===== config.mk =====
export PLATFORM = sky130hd
export DESIGN_NAME = cache_controller_flat
export DESIGN_NICKNAME = d
export VERILOG_FILES = /design/src/rtl/cache_controller_if.sv /design/src/rtl/cache_controller.sv /design/src/flat_wrapper.sv
export SDC_FILE = /design/constraint.sdc
export NUM_CORES = 2
export LEC_CHECK = 0
export BUFFER_PORTS_ARGS = -buffer_cell sky130_fd_sc_hd__buf_2
export CAP_MARGIN = 20
export CORE_UTILIZATION = 60
export CTS_BUF_LIST = sky130_fd_sc_hd__clkbuf_4
export DETAILED_ROUTE_END_ITERATION = 16
export HOLD_SLACK_MARGIN = 0.15
export PLACE_DENSITY = 0.78
export SLEW_MARGIN = 20
export SYNTH_ARGS = -nofsm -noshare
export SYNTH_HDL_FRONTEND = slang
export SYNTH_SLANG_ARGS = --single-unit

===== constraint.sdc =====
create_clock -name clk -period 11.5 [get_ports clk]
set_input_delay 0.575 -clock clk [delete_from_list [all_inputs] [get_ports clk]]
set_output_delay 0.575 -clock clk [all_outputs]
set_load 0.05 [all_outputs]

===== src/rtl/cache_controller_if.sv =====
// Request/response bundle between the cache controller and its environment.
// The CPU request port and the block-wide memory port travel together.
//   slave  : the cache controller (consumes CPU requests, issues memory requests)
//   master : the environment (CPU driver and main-memory model)
// CPU side   : cpu_req_addr/datain/rw/valid in, cpu_req_dataout/cache_ready out
// Memory side: mem_req_addr/dataout/rw/valid out, mem_req_datain/ready in
interface cache_controller_if;
  logic [31:0]  cpu_req_addr;
  logic [31:0]  cpu_req_datain;
  logic [31:0]  cpu_req_dataout;
  logic         cpu_req_rw;
  logic         cpu_req_valid;
  logic         cache_ready;
  logic [31:0]  mem_req_addr;
  logic [127:0] mem_req_datain;
  logic [127:0] mem_req_dataout;
  logic         mem_req_rw;
  logic         mem_req_valid;
  logic         mem_req_ready;

  modport slave (
    input  cpu_req_addr, cpu_req_datain, cpu_req_rw, cpu_req_valid,
    input  mem_req_datain, mem_req_ready,
    output cpu_req_dataout, cache_ready,
    output mem_req_addr, mem_req_dataout, mem_req_rw, mem_req_valid
  );

  modport master (
    output cpu_req_addr, cpu_req_datain, cpu_req_rw, cpu_req_valid,
    output mem_req_datain, mem_req_ready,
    input  cpu_req_dataout, cache_ready,
    input  mem_req_addr, mem_req_dataout, mem_req_rw, mem_req_valid
  );
endinterface


===== src/rtl/cache_controller.sv =====
// Direct-mapped, write-back, write-allocate data cache controller.
// 16 lines x 128-bit blocks; tag = addr[31:8], index = addr[7:4],
// word = addr[3:2]. A hit completes in one COMPARE_TAG cycle; a miss runs an
// optional write-back of the dirty victim followed by a block fill.
// Ports:
//   clk        : rising-edge clock
//   rst_n      : synchronous active-low reset
//   bus        : CPU request port and memory port (cache_controller_if.slave)
//   state_mode : current FSM state (IDLE=0, COMPARE_TAG=1, ALLOCATE=2, WRITE_BACK=3)
module cache_controller (
  input  logic              clk,
  input  logic              rst_n,
  cache_controller_if.slave bus,
  output logic [1:0]        state_mode
);

  typedef enum logic [1:0] {
    IDLE        = 2'd0,
    COMPARE_TAG = 2'd1,
    ALLOCATE    = 2'd2,
    WRITE_BACK  = 2'd3
  } state_t;

  state_t       state;

  logic [15:0]  valid_q;
  logic [15:0]  dirty_q;
  logic [23:0]  tag_q  [16];
  logic [127:0] data_q [16];

  // Request latched in IDLE; CPU inputs are ignored for the rest of the transaction.
  logic [23:0]  req_tag;
  logic [3:0]   req_index;
  logic [1:0]   req_word;
  logic [31:0]  req_data;
  logic         req_rw;

  logic [23:0]  line_tag;
  logic [127:0] line_data;
  logic         hit;
  logic [31:0]  sel_word;

  always_comb begin
    line_tag  = tag_q[req_index];
    line_data = data_q[req_index];
    hit       = valid_q[req_index] && (line_tag == req_tag);
    sel_word  = line_data[{req_word, 5'b0} +: 32];
  end

  always_ff @(posedge clk) begin
    if (!rst_n) begin
      state     <= IDLE;
      valid_q   <= '0;
      dirty_q   <= '0;
      req_tag   <= '0;
      req_index <= '0;
      req_word  <= '0;
      req_data  <= '0;
      req_rw    <= 1'b0;
    end else begin
      unique case (state)
        IDLE: begin
          if (bus.cpu_req_valid) begin
            req_tag   <= bus.cpu_req_addr[31:8];
            req_index <= bus.cpu_req_addr[7:4];
            req_word  <= bus.cpu_req_addr[3:2];
            req_data  <= bus.cpu_req_datain;
            req_rw    <= bus.cpu_req_rw;
            state     <= COMPARE_TAG;
          end
        end
        COMPARE_TAG: begin
          if (hit) begin
            if (req_rw) begin
              data_q[req_index][{req_word, 5'b0} +: 32] <= req_data;
              dirty_q[req_index] <= 1'b1;
            end
            state <= IDLE;
          end else if (valid_q[req_index] && dirty_q[req_index]) begin
            state <= WRITE_BACK;
          end else begin
            state <= ALLOCATE;
          end
        end
        WRITE_BACK: begin
          if (bus.mem_req_ready) state <= ALLOCATE;
        end
        ALLOCATE: begin
          // Fill then re-compare: the second COMPARE_TAG hits and completes
          // the request, merging the write word for a write miss.
          if (bus.mem_req_ready) begin
            data_q[req_index]  <= bus.mem_req_datain;
            tag_q[req_index]   <= req_tag;
            valid_q[req_index] <= 1'b1;
            dirty_q[req_index] <= 1'b0;
            state              <= COMPARE_TAG;
          end
        end
        default: state <= IDLE;
      endcase
    end
  end

  always_comb begin
    bus.cache_ready     = 1'b0;
    bus.cpu_req_dataout = '0;
    bus.mem_req_valid   = 1'b0;
    bus.mem_req_rw      = 1'b0;
    bus.mem_req_addr    = '0;
    bus.mem_req_dataout = '0;
    unique case (state)
      COMPARE_TAG: begin
        if (hit) begin
          bus.cache_ready     = 1'b1;
          bus.cpu_req_dataout = sel_word;
        end
      end
      WRITE_BACK: begin
        bus.mem_req_valid   = 1'b1;
        bus.mem_req_rw      = 1'b1;
        bus.mem_req_addr    = {line_tag, req_index, 4'b0};
        bus.mem_req_dataout = line_data;
      end
      ALLOCATE: begin
        bus.mem_req_valid   = 1'b1;
        bus.mem_req_addr    = {req_tag, req_index, 4'b0};
      end
      default: ;
    endcase
  end

  assign state_mode = state;

endmodule


===== src/flat_wrapper.sv =====
// flat-port wrapper written by rule: the top's interface ports become plain ports
module cache_controller_flat 
  (clk, rst_n, state_mode, bus_cpu_req_addr, bus_cpu_req_datain, bus_cpu_req_rw, bus_cpu_req_valid, bus_mem_req_datain, bus_mem_req_ready, bus_cpu_req_dataout, bus_cache_ready, bus_mem_req_addr, bus_mem_req_dataout, bus_mem_req_rw, bus_mem_req_valid);
  cache_controller_if bus_i ();
  input  logic clk;
  input  logic rst_n;
  output logic [1:0] state_mode;
  input wire logic [$bits(bus_i.cpu_req_addr)-1:0] bus_cpu_req_addr;
  input wire logic [$bits(bus_i.cpu_req_datain)-1:0] bus_cpu_req_datain;
  input wire logic [$bits(bus_i.cpu_req_rw)-1:0] bus_cpu_req_rw;
  input wire logic [$bits(bus_i.cpu_req_valid)-1:0] bus_cpu_req_valid;
  input wire logic [$bits(bus_i.mem_req_datain)-1:0] bus_mem_req_datain;
  input wire logic [$bits(bus_i.mem_req_ready)-1:0] bus_mem_req_ready;
  output wire logic [$bits(bus_i.cpu_req_dataout)-1:0] bus_cpu_req_dataout;
  output wire logic [$bits(bus_i.cache_ready)-1:0] bus_cache_ready;
  output wire logic [$bits(bus_i.mem_req_addr)-1:0] bus_mem_req_addr;
  output wire logic [$bits(bus_i.mem_req_dataout)-1:0] bus_mem_req_dataout;
  output wire logic [$bits(bus_i.mem_req_rw)-1:0] bus_mem_req_rw;
  output wire logic [$bits(bus_i.mem_req_valid)-1:0] bus_mem_req_valid;
  assign bus_i.cpu_req_addr = bus_cpu_req_addr;
  assign bus_i.cpu_req_datain = bus_cpu_req_datain;
  assign bus_i.cpu_req_rw = bus_cpu_req_rw;
  assign bus_i.cpu_req_valid = bus_cpu_req_valid;
  assign bus_i.mem_req_datain = bus_mem_req_datain;
  assign bus_i.mem_req_ready = bus_mem_req_ready;
  assign bus_cpu_req_dataout = bus_i.cpu_req_dataout;
  assign bus_cache_ready = bus_i.cache_ready;
  assign bus_mem_req_addr = bus_i.mem_req_addr;
  assign bus_mem_req_dataout = bus_i.mem_req_dataout;
  assign bus_mem_req_rw = bus_i.mem_req_rw;
  assign bus_mem_req_valid = bus_i.mem_req_valid;
  cache_controller u_core (.clk(clk), .rst_n(rst_n), .bus(bus_i), .state_mode(state_mode));
endmodule

==> out/metrics.cfg <==
[status]
status=complete, no violations

[grt]
grt_max_degree=158
grt_pass1_vias=57089
antenna_found_initial=39
grt_overflow_total=0
grt.met3_usage_pct=12.1
globalRouteMet2Util_pct=52.7
grt_pass1_wl_mm=398
grt-busiest-layer=met2
met1_usage_pct=42.8
grt_usage_pct=34.1

[floorplanning]
rows=149
start_util_pct=60.7
core_area_sq_um=166000
dieHeight_microns=411
die_area_sq_um=169000
pin_count=394
chipWidth_microns=411

[timing]
fin_crit_sh_pct=66.2
hold_viol=0
fin_setup_tns_ns=0
fin_hold_ws_ns=0.276
period_needed_ns=7.62
tightest_slew_ns=1.25
slew_violations=0
final.setup.worst_slack_ns=3.88
fin_skew_ns=0.130
fmaxAchievable_mhz=131
rsz0062_at_grt=false
setup_violations=0
slew_headroom_pct=16.8

[synth]
ys_seq_area_share_pct=74.7
ys_ff_latch=2533
synthesis.area_sq_um=101000
synth_edf_count=2432
synth_flop_cell=edfxtp_1
synth-async-reset-ratio_pct=0
syn_inst=4613
ys_types=67
synth_warnings=0
synth.avg_cell_area_sq_um=21.8

[clock_network]
cts_max_level=6
cts_tree=built
post_cts_buffers=0
ctsLongestPathBuffers=4
clock-sinks=2533
worstSkewPairLatency_ns=1.44
cts_root_buf=clkbuf_4
cts_made_buffers=619
path_clk_slew_ns=0.10

[layout]
final_common_cell=edfxtp_1
drive_gt1_share_pct=36.9
synthToLayoutAreaGrowth_pct=15.5
post_layout_nonfiller_instances=8413
final_cell_mix=edfxtp_1, clkbuf_4, mux4_2
fillers=9671
final_net_count=5982

[routing]
drtIter0Drc=8376
dr_total_vias=56721
drt-total-wl_mm=287
drc=0
drt-vias-per-instance=6.74
routedWlPerCell_microns=34.1
drtAntennaViolNets=0
dr.pass1.iters=8

[critical_path]
endpoint_kind=primary output
crit_fanout=157
required_ns=10.93
worstPathCellList=buf_4 -> buf_12 -> buf_4 -> mux4_2 -> mux4_2 -> mux4_2 -> and2_1 -> buf_2
crit_top_cell=mux4_2
cp-start-kind=flip-flop
critPathArrivalTime_ns=7.04
critPathSlowestCell=buf_4
critPathBufInv=4
critPathKind=flip-flop to primary output
crit_family=buffers and inverters
worst_path_largest_cell_delay_ns=0.96

[pwr]
ir_worst_vdd_mv=0.128
p_per_area_nw_per_um2=160
cellLeakagePower_nw=40.1
finalPower_w=0.0186

[placement]
gp_congestion=0.876
post-place-ws_ns=5.32
post-dp-hpwl_mm=158
dp_cells=6993
io_buffers=387

[worst_hold_path]
min_path_type=input port to flip-flop

[run]
maxCapViolCount=0

[routing by layer]
layer | share of wire (%) | wire length, microns | up-vias
li1 | - | - | 22339
met1 | 32 | 92600 | 28800
met5 | 0.15 | 433 | -
met3 | 15 | 41900 | 836
met2 | 48 | 137000 | 4720
met4 | 5.4 | 15400 | 26
[cell families (layout without fill, tap and decap cells)]
| logic type | count (synthesis) | after routing | synth area share, % |
|---|---|---|---|
| muxes | 845 | 845 | 17.9 |
| DFF | 2533 | 2533 | 74.7 |
| and+or+nand+nor | 504 | 504 | 2.55 |
| other | 1 | 45 | 0.00373 |
| buffers and inverters | 311 | 1878 | 1.42 |
| adders and majority gates | 5 | 5 | 0.0622 |
| xor gates and xnor gates | 28 | 28 | 0.244 |
| AOI/OAI and AO/OA | 386 | 386 | 3.17 |
[tightest hold or removal path, delay by kind of cell]
family	cells	cell delay, ns
AO/OA/AOI/OAI	1	0.25
buffers and inverters	2	0.81
[report_power, final]
part	leakage [nW]	total [W]	switching, W	internal, W
Clock	4.41	0.00709	0.00342	0.00366
Sequential	24.8	0.0102	0.000101	0.0101
Combinational	10.9	0.00135	0.000786	0.000561
[flip-flops by register name, summed over array words and instances, names as in the netlist, named ones only]
register / count
u_core.valid_q: 16
u_core.req_index: 4
u_core.req_tag: 24
u_core.req_word: 2
u_core.tag_q: 384
u_core.data_q: 2048
u_core.state_mode: 2
u_core.req_data: 32
u_core.req_rw: 1
[final cells by class]
cell class | instances | area [sq um] | area share [%]
Timing Repair Buffer | 844 | 6390 | 5.51
Tap cell | 2189 | 2740 | 2.36
Antenna cell | 41 | 103 | 0.0884
Clock inverter | 141 | 724 | 0.624
Clock buffer | 883 | 6630 | 5.71
Multi-Input combinational cell | 1772 | 24400 | 21.0
Inverter | 10 | 45.0 | 0.0388
Sequential cell | 2533 | 75100 | 64.7
[timing repair]
item	4_1_cts	5_1_grt
hold buffers	351	0
hold endpoints to repair	2159	0
gates resized for setup	0	0
[synth_stat cells, drive strengths merged (6+ instances only)]
| master | n | area share [%] |
|---|---|---|
| clkbuf | 157 | 0.59 |
| a221oi | 7 | 0.061 |
| dfxtp | 101 | 2.0 |
| nor4 | 11 | 0.075 |
| nor2b | 8 | 0.050 |
| nor2 | 74 | 0.28 |
| a21boi | 65 | 0.49 |
| xor2 | 13 | 0.11 |
| edfxtp | 2432 | 73 |
| a31oi | 17 | 0.11 |
| a21oi | 17 | 0.085 |
| nand3 | 16 | 0.080 |
| a211oi | 7 | 0.052 |
| inv | 6 | 0.022 |
| mux2 | 7 | 0.078 |
| buf | 144 | 0.79 |
| and2 | 167 | 1.0 |
| mux2i | 77 | 0.77 |
| a21o | 17 | 0.13 |
| and3 | 7 | 0.044 |
| a31o | 16 | 0.14 |
| nor3 | 12 | 0.071 |
| nand4 | 10 | 0.062 |
| o21ai | 17 | 0.096 |
| a22o | 131 | 1.1 |
| nand2 | 175 | 0.65 |
| xnor2 | 15 | 0.13 |
| mux4 | 761 | 17 |
| a41o | 64 | 0.64 |
[final timing paths]
| path | from | cells past startpoint | endpoint | slack [ns] |
|---|---|---|---|---|
| worst max-delay path | flip-flop | 8 | bus_cpu_req_dataout[0] | 3.88 |
| worst min-delay path | rst_n | 3 | u_core.valid_q[5] | 0.28 |
| worst max register to register | flip-flop | 10 | u_core.data_q[14][44] | 5.39 |
| worst min register to register | u_core.valid_q[2] | 1 | u_core.valid_q[2] | 0.45 |
[through the flow]
stage                     area (sq um)  util [%]
final                           116000      70.1
after floorplan                 101000         -
after CTS                       116000      69.9
after global placement          105000      63.4
after detailed placement        105000      63.4
after global routing            116000      70.1
Power figures use the tool's default switching activity.
